===== config.mk =====
export PLATFORM = sky130hd
export DESIGN_NAME = niosii_ram_arbiter
export DESIGN_NICKNAME = d
export VERILOG_FILES = /design/src/rtl/niosii_ram_arb_pkg.sv /design/src/rtl/niosii_rr_arb2.sv /design/src/rtl/niosii_ram_arbiter.sv
export SDC_FILE = /design/constraint.sdc
export NUM_CORES = 1
export LEC_CHECK = 0
export CORE_AREA = 2 2 96 98
export DETAILED_ROUTE_END_ITERATION = 8
export DIE_AREA = 0 0 98 100
export HOLD_SLACK_MARGIN = 0.15
export PLACE_DENSITY = 0.68
export SETUP_SLACK_MARGIN = 0.4
export SYNTH_ARGS = -nofsm -noshare
export SYNTH_HDL_FRONTEND = slang
export SYNTH_HIERARCHICAL = 1
export SYNTH_SLANG_ARGS = --single-unit

===== constraint.sdc =====
create_clock -name clk -period 3.3 [get_ports clk]
set_clock_uncertainty 0.1 [all_clocks]
set_input_delay 0.33 -clock clk [delete_from_list [all_inputs] [get_ports clk]]
set_output_delay 0.33 -clock clk [all_outputs]
set_load 0.02 [all_outputs]

===== src/rtl/niosii_ram_arb_pkg.sv =====
// Shared types for the two-master on-chip RAM arbiter.
// Default widths match the 1024x32 RAM.
package niosii_ram_arb_pkg;

    localparam int DEF_ADDR_W = 10;
    localparam int DEF_DATA_W = 32;

    typedef logic       mst_id_t;
    typedef logic [7:0] hold_cnt_t;

    function automatic mst_id_t other_mst(input mst_id_t m);
        return ~m;
    endfunction

endpackage


===== src/rtl/niosii_rr_arb2.sv =====
// Two-way round-robin arbiter with a bounded lock hold.
// Grant is combinational; last winner and hold state are registered.
module niosii_rr_arb2
    import niosii_ram_arb_pkg::*;
#(
    parameter int unsigned MAX_HOLD = 8
) (
    input  logic       clk,
    input  logic       reset_n,
    input  logic [1:0] req,
    input  logic [1:0] lock,
    input  logic       accept,
    output logic [1:0] gnt,
    output mst_id_t    last_q
);

    localparam hold_cnt_t HOLD_LIM = hold_cnt_t'(MAX_HOLD);

    mst_id_t   last_d;
    mst_id_t   win;
    logic      hold_q, hold_d;
    logic      hold_eff;
    hold_cnt_t hold_cnt_q, hold_cnt_d;
    hold_cnt_t run;

    always_comb begin
        // The hold lapses as soon as the holder drops lock or its request.
        hold_eff = hold_q & req[last_q] & lock[last_q];
        win      = mst_id_t'(req[1]);
        if (hold_eff) begin
            win = last_q;
        end else if (req == 2'b11) begin
            win = other_mst(last_q);
        end
        gnt = 2'b00;
        if (accept) begin
            gnt = win ? 2'b10 : 2'b01;
        end
        run        = hold_eff ? hold_cnt_q + 8'd1 : 8'd1;
        last_d     = last_q;
        hold_d     = 1'b0;
        hold_cnt_d = '0;
        if (accept) begin
            last_d = win;
            if (lock[win] && run < HOLD_LIM) begin
                hold_d     = 1'b1;
                hold_cnt_d = run;
            end
        end
    end

    always_ff @(posedge clk or negedge reset_n) begin
        if (!reset_n) begin
            last_q     <= 1'b1;
            hold_q     <= 1'b0;
            hold_cnt_q <= '0;
        end else begin
            last_q     <= last_d;
            hold_q     <= hold_d;
            hold_cnt_q <= hold_cnt_d;
        end
    end

endmodule


===== src/rtl/niosii_ram_arbiter.sv =====
// Shares the single-port on-chip RAM between the Nios II data master
// and the packet-filter engine; routes read returns to the issuer.
module niosii_ram_arbiter
    import niosii_ram_arb_pkg::*;
#(
    parameter int          ADDR_W   = DEF_ADDR_W,
    parameter int          DATA_W   = DEF_DATA_W,
    parameter int unsigned MAX_HOLD = 8
) (
    input  logic                clk,
    input  logic                reset_n,
    input  logic [ADDR_W-1:0]   m0_address,
    input  logic [DATA_W/8-1:0] m0_byteenable,
    input  logic                m0_read,
    input  logic                m0_write,
    input  logic                m0_lock,
    input  logic [DATA_W-1:0]   m0_writedata,
    output logic                m0_waitrequest,
    output logic [DATA_W-1:0]   m0_readdata,
    output logic                m0_readdatavalid,
    input  logic [ADDR_W-1:0]   m1_address,
    input  logic [DATA_W/8-1:0] m1_byteenable,
    input  logic                m1_read,
    input  logic                m1_write,
    input  logic                m1_lock,
    input  logic [DATA_W-1:0]   m1_writedata,
    output logic                m1_waitrequest,
    output logic [DATA_W-1:0]   m1_readdata,
    output logic                m1_readdatavalid,
    output logic [ADDR_W-1:0]   ram_address,
    output logic [DATA_W/8-1:0] ram_byteenable,
    output logic                ram_chipselect,
    output logic                ram_write,
    output logic [DATA_W-1:0]   ram_writedata,
    output logic                ram_clken,
    input  logic [DATA_W-1:0]   ram_readdata
);

    logic [1:0] req;
    logic [1:0] gnt;
    logic       any_req;
    logic       wr_sel;
    mst_id_t    last_q;
    mst_id_t    sel;
    logic       rsp_vld_q, rsp_vld_d;
    mst_id_t    rsp_id_q, rsp_id_d;

    assign req     = {m1_read | m1_write, m0_read | m0_write};
    assign any_req = (|req) & reset_n;

    niosii_rr_arb2 #(
        .MAX_HOLD (MAX_HOLD)
    ) u_arb (
        .clk     (clk),
        .reset_n (reset_n),
        .req     (req),
        .lock    ({m1_lock, m0_lock}),
        .accept  (any_req),
        .gnt     (gnt),
        .last_q  (last_q)
    );

    // With no request the port keeps pointing at the last winner.
    assign sel = any_req ? mst_id_t'(gnt[1]) : last_q;

    always_comb begin
        unique case (sel)
            1'b0: begin
                ram_address    = m0_address;
                ram_byteenable = m0_byteenable;
                ram_writedata  = m0_writedata;
                wr_sel         = m0_write;
            end
            default: begin
                ram_address    = m1_address;
                ram_byteenable = m1_byteenable;
                ram_writedata  = m1_writedata;
                wr_sel         = m1_write;
            end
        endcase
    end

    assign ram_chipselect = any_req;
    assign ram_write      = any_req & wr_sel;
    assign ram_clken      = 1'b1;

    assign m0_waitrequest = req[0] & ~gnt[0];
    assign m1_waitrequest = req[1] & ~gnt[1];

    assign rsp_vld_d = any_req & ~wr_sel;
    assign rsp_id_d  = any_req ? sel : rsp_id_q;

    always_ff @(posedge clk or negedge reset_n) begin
        if (!reset_n) begin
            rsp_vld_q <= 1'b0;
            rsp_id_q  <= 1'b0;
        end else begin
            rsp_vld_q <= rsp_vld_d;
            rsp_id_q  <= rsp_id_d;
        end
    end

    assign m0_readdatavalid = rsp_vld_q & (rsp_id_q == 1'b0);
    assign m1_readdatavalid = rsp_vld_q & (rsp_id_q == 1'b1);
    assign m0_readdata      = ram_readdata;
    assign m1_readdata      = ram_readdata;

endmodule


; ---- Word-level counts from Yosys, hierarchy flattened
; Index checks and enable logic that the tools add are counted.
; W data, S select, Z words.
[totals]
wordCells = 48
reg_bits = 12
[classes]
bitwise = 16
muxes = 20
reduce_logical = 2
addsub = 1
magnitude_cmp = 3
eq_ne = 1
[ops]
columns = op, count
row1 = $mux W32, 1
row2 = $mux W8, 3
row3 = $mux W1, 12
row4 = $mux W10, 1
row5 = $and A1 B1 Y1, 9
row6 = $add A8 B1 Y8 const B, 1
row7 = $lt A8 B4 Y1 const B, 1
row8 = $not A1 Y1, 5
row9 = $lt A1 B2 Y1 const B, 2
row10 = $mux W2, 2
row11 = $mux W4, 1
row12 = $eq A2 B2 Y1 const B, 1
row13 = $or A1 B1 Y1, 2
row14 = $reduce_or A2 Y1, 1
row15 = $logic_and A1 B1 Y1, 1

; ---- Depth between registers and ports, before layout
; Gate-level depths: netlist of run 1.
[logic_depth]
depth_word = 12
mapped_depth = 8

; ---- Hierarchy
; Netlist of run 1, hierarchy kept.
[by_module_without_submodules]
columns = mod, seq_area_each_um2, n_inst, area_each_um2, cells_per_inst
row1 = niosii_ram_arbiter, 50.0, 1, 1375.1, 130
row2 = niosii_rr_arb2, 251.5, 1, 508.0, 48

; ---- Worst setup path before layout of run 1
; No wires, ideal clock.
[synth_timing]
path_type = register to output
from = register u_arb.last_q
to = output ram_address[0]
arrival_time_ps = 2183
setup_slack_ps = 687
stages_incl_launch_ff = 8
required_ps = 2870
cell_sequence = dfstp_2 nand3_1 a21boi_2 mux2i_1 nor2b_1 mux2i_4 buf_8 mux2_4
[synth_via]
elab_chain_len = 9
word_cells_on_any_way = 13
[synth_rtl]
columns = item, line_no
row1 = start: declaration, niosii_rr_arb2.sv:14  ; output mst_id_t last_q
row2 = start signal: assignment, niosii_rr_arb2.sv:58  ; last_q <= last_d;
row3 = $mux W1 (implied by the code) (2 in series), niosii_rr_arb2.sv:28  ; hold_eff = hold_q & req[last_q] & lock[last_q];
row4 = $and A1 B1 Y1 (2 in series), niosii_rr_arb2.sv:28
row5 = $mux W1 *, niosii_rr_arb2.sv:30  ; if (hold_eff) begin
row6 = $mux W2 *, niosii_rr_arb2.sv:37  ; gnt = win ? 2'b10 : 2'b01;
row7 = $mux W2 *, niosii_rr_arb2.sv:36  ; if (accept) begin
row8 = net gnt[1], niosii_ram_arbiter.sv:40  ; logic [1:0] gnt;
row9 = $mux W1 *, niosii_ram_arbiter.sv:64  ; assign sel = any_req ? mst_id_t'(gnt[1]) : last_q;
row10 = $mux W10 *, niosii_ram_arbiter.sv:67  ; unique case (sel)
row11 = end: declaration, niosii_ram_arbiter.sv:30  ; output logic [ADDR_W-1:0] ram_address,
; The timed path passes the listed nets; every way through them passes the cells marked *. The select of a mux whose other input is x is not followed.

; ---- Worst setup path after layout of run 1
[layout_timing]
from = register u_arb.last_q
to = output ram_address[5]
; Same word-level chain as after synthesis.

==> results of run 1 <==
## per-stage QoR
step | utilization (%) | instances
6_report | 38.6 | 406
5_1_grt | 38.6 | 406
4_1_cts | 36.2 | 405
3_5_place_dp | 35.9 | 392
3_3_place_gp | 35.9 | 392
2_1_floorplan | - | 182
## cell type report
| cell class | count | area [um^2] |
|---|---|---|
| clock buffers | 4 | 55.1 |
| fillers | 862 | 5450 |
| inverters | 1 | 3.75 |
| multi-input cells | 100 | 1080 |
| flip-flops and latches | 12 | 302 |
| well taps | 111 | 139 |
| repair buffers | 178 | 1850 |
## logic make-up after synthesis
group,after synthesis
AOI/OAI and AO/OA,12
xor gates and xnor gates,1
adders and majority gates,1
buffers and inverters,70
DFF,12
muxes,52
other,2
and+or+nand+nor,28
## critical path, cell delays in order, from the launching register on
cell      delay (ps)
dfstp_2          560
nand3_2           90
a21boi_2         180
mux2i_2          290
nor2b_2           90
mux2i_4          210
buf_12           190
buf_12           110
buf_16           110
mux2_4           300
buf_6            130
## layer usage
metal	routed length (um)	GRT usage, %
met1	2360	13.4
met2	3090	19.0
met4	18	1.60
met5	0	0
met3	919	7.24
## registers in the layout, indices dropped and copies added, names as in the netlist
signal            cells
rsp_id_q              1
rsp_vld_q             1
u_arb/hold_cnt_q      8
u_arb/hold_q          1
u_arb/last_q          1
## repair_timing
action | 4_1_cts | 5_1_grt
buffers inserted | 7 | 1
resized for setup | 217 | 77
setup endpoints to repair | 48 | 47
pin swaps | 3 | 1
cloned | 2 | 0
## layout by cell type (no fill, tap or decap), types with 2 or more instances in the layout
master	n
clkbuf_8	4
and2_1	3
a21oi_1	3
buf_2	7
mux2_4	46
clkdlybuf4s50_1	98
conb_1	6
nand3_1	3
nand2_1	3
nor3_1	3
mux2i_1	3
dfrtp_1	11
buf_4	15
or2_4	2
buf_16	2
nor2b_1	4
dlygate4sd2_1	6
buf_6	43
buf_12	6
## path summary, 6_finish.rpt
path / start / to / slack [ps] / depth (start not counted)
min in group clk: rsp_id_q$_DFFE_PN0P_ / rsp_id_q$_DFFE_PN0P_ / 430 / 1
max in group asynchronous: reset_n / u_arb/last_q$_DFFE_PN1P_ / 2520 / 2
setup reg to reg: u_arb/last_q$_DFFE_PN1P_ / rsp_vld_q$_DFF_PN0_ / 1440 / 7
setup / recovery: u_arb/last_q$_DFFE_PN1P_ / ram_address[5] / 370 / 10
hold reg to reg: rsp_id_q$_DFFE_PN0P_ / rsp_id_q$_DFFE_PN0P_ / 430 / 1
hold / removal: reset_n / u_arb/hold_cnt_q[7]$_DFF_PN0_ / 350 / 2
## cell usage after synthesis, drive strengths merged (2+ instances only)
cell	count
buf	69
mux2	47
dfrtp	11
mux2i	5
nor2b	5
nand3	4
a21oi	3
and2	3
nand2	3
nor3	3
a21boi	2
conb	2
or2	2
## power breakdown
part | switching, mW | internal [mW] | total, mW
Sequential | 0.0148 | 0.167 | 0.182
Combinational | 0.501 | 0.780 | 1.28
Clock | 0.0513 | 0.105 | 0.156
Total | 0.567 | 1.05 | 1.62
==> flow_metrics.tcl, run 1 <==
set metrics [dict create \
    cts_tree "yes" \
    synth_top_family_by_area "multiplexers" \
    grt_usage_pct 11.7 \
    max_cap_viol_count 0 \
    synth.avg_cell_area_um2 10.6 \
    synthSimpleGateAreaFrac_pct 8.70 \
    cts_root_buf "clkbuf_8" \
    ys_seq_area_share_pct 16.0 \
    outcome "complete, no violations" \
    ant_nets 0 \
    vias 1658 \
    synth_ff_type "dfrtp_1" \
    syn_area_um2 1880 \
    cts_buffer_depth 2 \
    cts_buffers 3 \
    die_height_um 100 \
    routed_wl_um 6390 \
    fin_crit_sh_pct 88.9 \
    final_area_um2 3440 \
    core_um2 8890 \
    synth_cell_types 36 \
    worstSkewPairLatency_ps 240 \
    p_leak_nw 1.60 \
    setup_violations 0 \
    hold_buffers 0 \
    arrival_ps 2500 \
    timing.hold.ws_ps 348 \
    endpoint_kind "output port" \
    peakVddDrop_v 0.000199 \
    yosys.area_share.xor_xnor_pct 0.465 \
    grt_overflow 0 \
    htreeDepth 1 \
    hpwl_um 5190 \
    dr.pass1.iters 4 \
    grt_pass1_wl_um 9060 \
    crit_type "reg -> out" \
    yosys_warnings 6 \
    drive_gt1_share_pct 45.4 \
    async_flop_share_pct 100 \
    globalplace.congestion 0.795 \
    first_iter_violations 14 \
    hold_viol 0 \
    avgViaCountPerCell 4.08 \
    setup-tns-final_ps 0 \
    initial_core_util_pct 21.2 \
    synth_compound_area_share_pct 5.05 \
    fmax_mhz 341 \
    fp-row-count 35 \
    synth_seq_cells 12 \
    worst_slack_ps 366 \
    wl_per_cell_um 15.7 \
    area_delta_synth_final_pct 82.5 \
    maxSlewViolCount 0 \
    die_w_um 98 \
    antenna_found_initial 0 \
    synthMuxAreaShare_pct 39.4 \
    fin_nets 429 \
    synthAdderAreaFrac_pct 0.664 \
    ioPinCount 249 \
    place_area_um2 3190 \
    cts.sinks 12 \
    netlist_instances 178 \
    path_clk_slew_ps 50 \
    port_buffers 151 \
    num_antenna_cells 0 \
    critPathRequiredTime_ps 2870 \
    yosysTopAreaCell "mux2_4" \
    path_max_fanout 8 \
    synthTopCellsByArea "mux2_4 (32%), buf_4 (26%), dfrtp_1 (15%)" \
    min_path_type "in -> async" \
    synth_edf_count 0 \
    grt_pass1_vias 1681 \
    period_needed_ps 2930 \
    p_total_mw 1.62 \
    grt_max_degree 14 \
    rsz0062_at_grt "true" \
    p_per_area_nw_per_um2 471 \
    drc 0 \
    start_kind "register" \
    synth_top_area_share_pct 31.9 \
    place_ws_ps -170 \
    die-area_um2 9800 \
]
No activity file was read; power rests on OpenSTA's default activity.
==> run 2, diff against run 1 <==
--- a/config.mk
+++ b/config.mk
@@ -5,11 +5,14 @@
 export SDC_FILE = /design/constraint.sdc
 export NUM_CORES = 1
 export LEC_CHECK = 0
+export ABC_CLOCK_PERIOD_IN_PS = 3300
 export CORE_AREA = 2 2 96 98
+export CTS_CLUSTER_SIZE = 40
 export DETAILED_ROUTE_END_ITERATION = 8
 export DIE_AREA = 0 0 98 100
 export HOLD_SLACK_MARGIN = 0.15
 export PLACE_DENSITY = 0.68
+export REMOVE_ABC_BUFFERS = 1
 export SETUP_SLACK_MARGIN = 0.4
 export SYNTH_ARGS = -nofsm -noshare
 export SYNTH_HDL_FRONTEND = slang
==> run 2 against run 1 <==
Clock-buffer cell count unchanged. Core utilization decreased by 3.0 points. Die area unchanged. Register-to-register slack improved by 60 ps. Total power decreased by 12%. Clock power decreased by 16%. Sequential share of layout area increased by 0.75 points. Worst setup slack improved by 120 ps. Critical path depth unchanged. Sequential power about the same. Critical endpoint is now ram_writedata[11]. Largest cell class unchanged.
==> flow_metrics.tcl, run 2 (synthesis results as in run 1) <==
set metrics [dict create \
    fp-row-count 35 \
    die-area_um2 9800 \
    num_antenna_cells 0 \
    ioPinCount 249 \
    drc 0 \
    worstSkewPairLatency_ps 230 \
    hpwl_um 6730 \
    fin_crit_sh_pct 85.1 \
    maxSlewViolCount 0 \
    cts_tree "yes" \
    crit_top_cell "buf_6" \
    routed_wl_um 8180 \
    place_ws_ps -87.2 \
    critPathBufInv 4 \
    htreeDepth 1 \
    grt_usage_pct 15.4 \
    cp_cell_sequence "nand3_2 -> a21boi_2 -> mux2i_2 -> nor2b_2 -> mux2i_4 -> buf_6 -> buf_12 -> buf_16 -> mux2_4 -> buf_6" \
    cts_buffers 3 \
    worst_slack_ps 491 \
    rsz0062_at_grt "true" \
    dr.pass1.iters 4 \
    cts.sinks 12 \
    fmax_mhz 356 \
    placed_cells 386 \
    p_total_mw 1.43 \
    fin_nets 424 \
    grt_pass1_vias 1731 \
    crit_path_top_delay_cell "dfstp_2" \
    critPathRequiredTime_ps 2870 \
    core_um2 8890 \
    initial_core_util_pct 21.2 \
    timing.hold.ws_ps 407 \
    die_height_um 100 \
    first_iter_violations 53 \
    final_common_cell "clkdlybuf4s50_1" \
    path_clk_slew_ps 50 \
    cp_top_family "multiplexers" \
    stdcell_count 401 \
    hold_viol 0 \
    grt_overflow 0 \
    crit_type "reg -> out" \
    p_leak_nw 1.48 \
    endpoint_kind "output port" \
    ant_nets 0 \
    cts_buffer_depth 2 \
    vias 1715 \
    r2r_slack_ps 1500 \
    cts_root_buf "clkbuf_8" \
    globalplace.congestion 0.776 \
    largest_register_ffs 8 \
    min_path_type "in -> async" \
    utilization_pct 35.6 \
    peakVddDrop_v 0.000178 \
    arrival_ps 2380 \
    place_area_um2 3100 \
    die_w_um 98 \
    grt_max_degree 14 \
    setup_violations 0 \
    antenna_found_initial 0 \
    final_area_um2 3170 \
    wl_per_cell_um 20.4 \
    grt_pass1_wl_um 11200 \
    drive_gt1_share_pct 44.1 \
    p_per_area_nw_per_um2 451 \
    avgViaCountPerCell 4.28 \
    start_kind "register" \
    final_cell_mix "clkdlybuf4s50_1 (98), mux2_4 (40), buf_2 (37), buf_4 (14), dfrtp_1 (11)" \
    cpPeakStageDelay_ps 550 \
    outcome "complete, no violations" \
    port_buffers 151 \
    period_needed_ps 2810 \
    path_max_fanout 8 \
    setup-tns-final_ps 0 \
    area_delta_synth_final_pct 68.2 \
    max_cap_viol_count 0 \
    top_register "u_arb/hold_cnt_q" \
]
[run 2: cell types whose count changed in the layout (fill, tap and decap cells not counted)]
cell / before / now
buf_6: 43 / 10
buf_2: 7 / 37
mux2_2: 1 / 7
mux2_4: 46 / 40
buf_12: 6 / 3
buf_16: 2 / 3
buf_4: 15 / 14
clkbuf_1: 0 / 1
clkbuf_16: 0 / 1
clkbuf_8: 4 / 3
[run 2: power by group]
| group | total [mW] | switching [mW] | internal (mW) |
|---|---|---|---|
| logic | 1.11 | 0.470 | 0.645 |
| clock network | 0.131 | 0.0464 | 0.0844 |
| registers | 0.182 | 0.0148 | 0.167 |
| total | 1.43 | 0.531 | 0.896 |
[run 2: layer usage]
metal	track usage, %	up-vias	routed length, um
met1	18.8	807	3320
met5	8.72	-	29
li1	-	774	-
met4	2.46	2	76
met3	11.7	9	1150
met2	21.1	123	3600
[run 2: repair_timing]
item | CTS | global route
resized for setup | 213 | 8
setup buffers | 7 | 0
cloned | 3 | 1
setup endpoints to repair | 49 | 44
hold buffers | 0 | 0
pin swaps | 2 | 1
[run 2: final cells by class]
class	instances	area, um^2
inverter	1	3.75
sequential	12	302
clock buffer	4	45.0
fill	912	5720
timing repair buffer	173	1620
multi-input combinational	100	1060
tap	111	139
[run 2: worst paths after layout]
check                                    startpoint  cells past startpoint                            end
min in group clk               rsp_id_q$_DFFE_PN0P_                      1           rsp_id_q$_DFFE_PN0P_
hold / removal                              reset_n                      2  u_arb/hold_cnt_q[5]$_DFF_PN0_
setup reg to reg           u_arb/last_q$_DFFE_PN1P_                      7            rsp_vld_q$_DFF_PN0_
hold reg to reg                rsp_id_q$_DFFE_PN0P_                      1           rsp_id_q$_DFFE_PN0P_
max in group asynchronous                   reset_n                      2       u_arb/last_q$_DFFE_PN1P_
setup / recovery           u_arb/last_q$_DFFE_PN1P_                     10              ram_writedata[11]
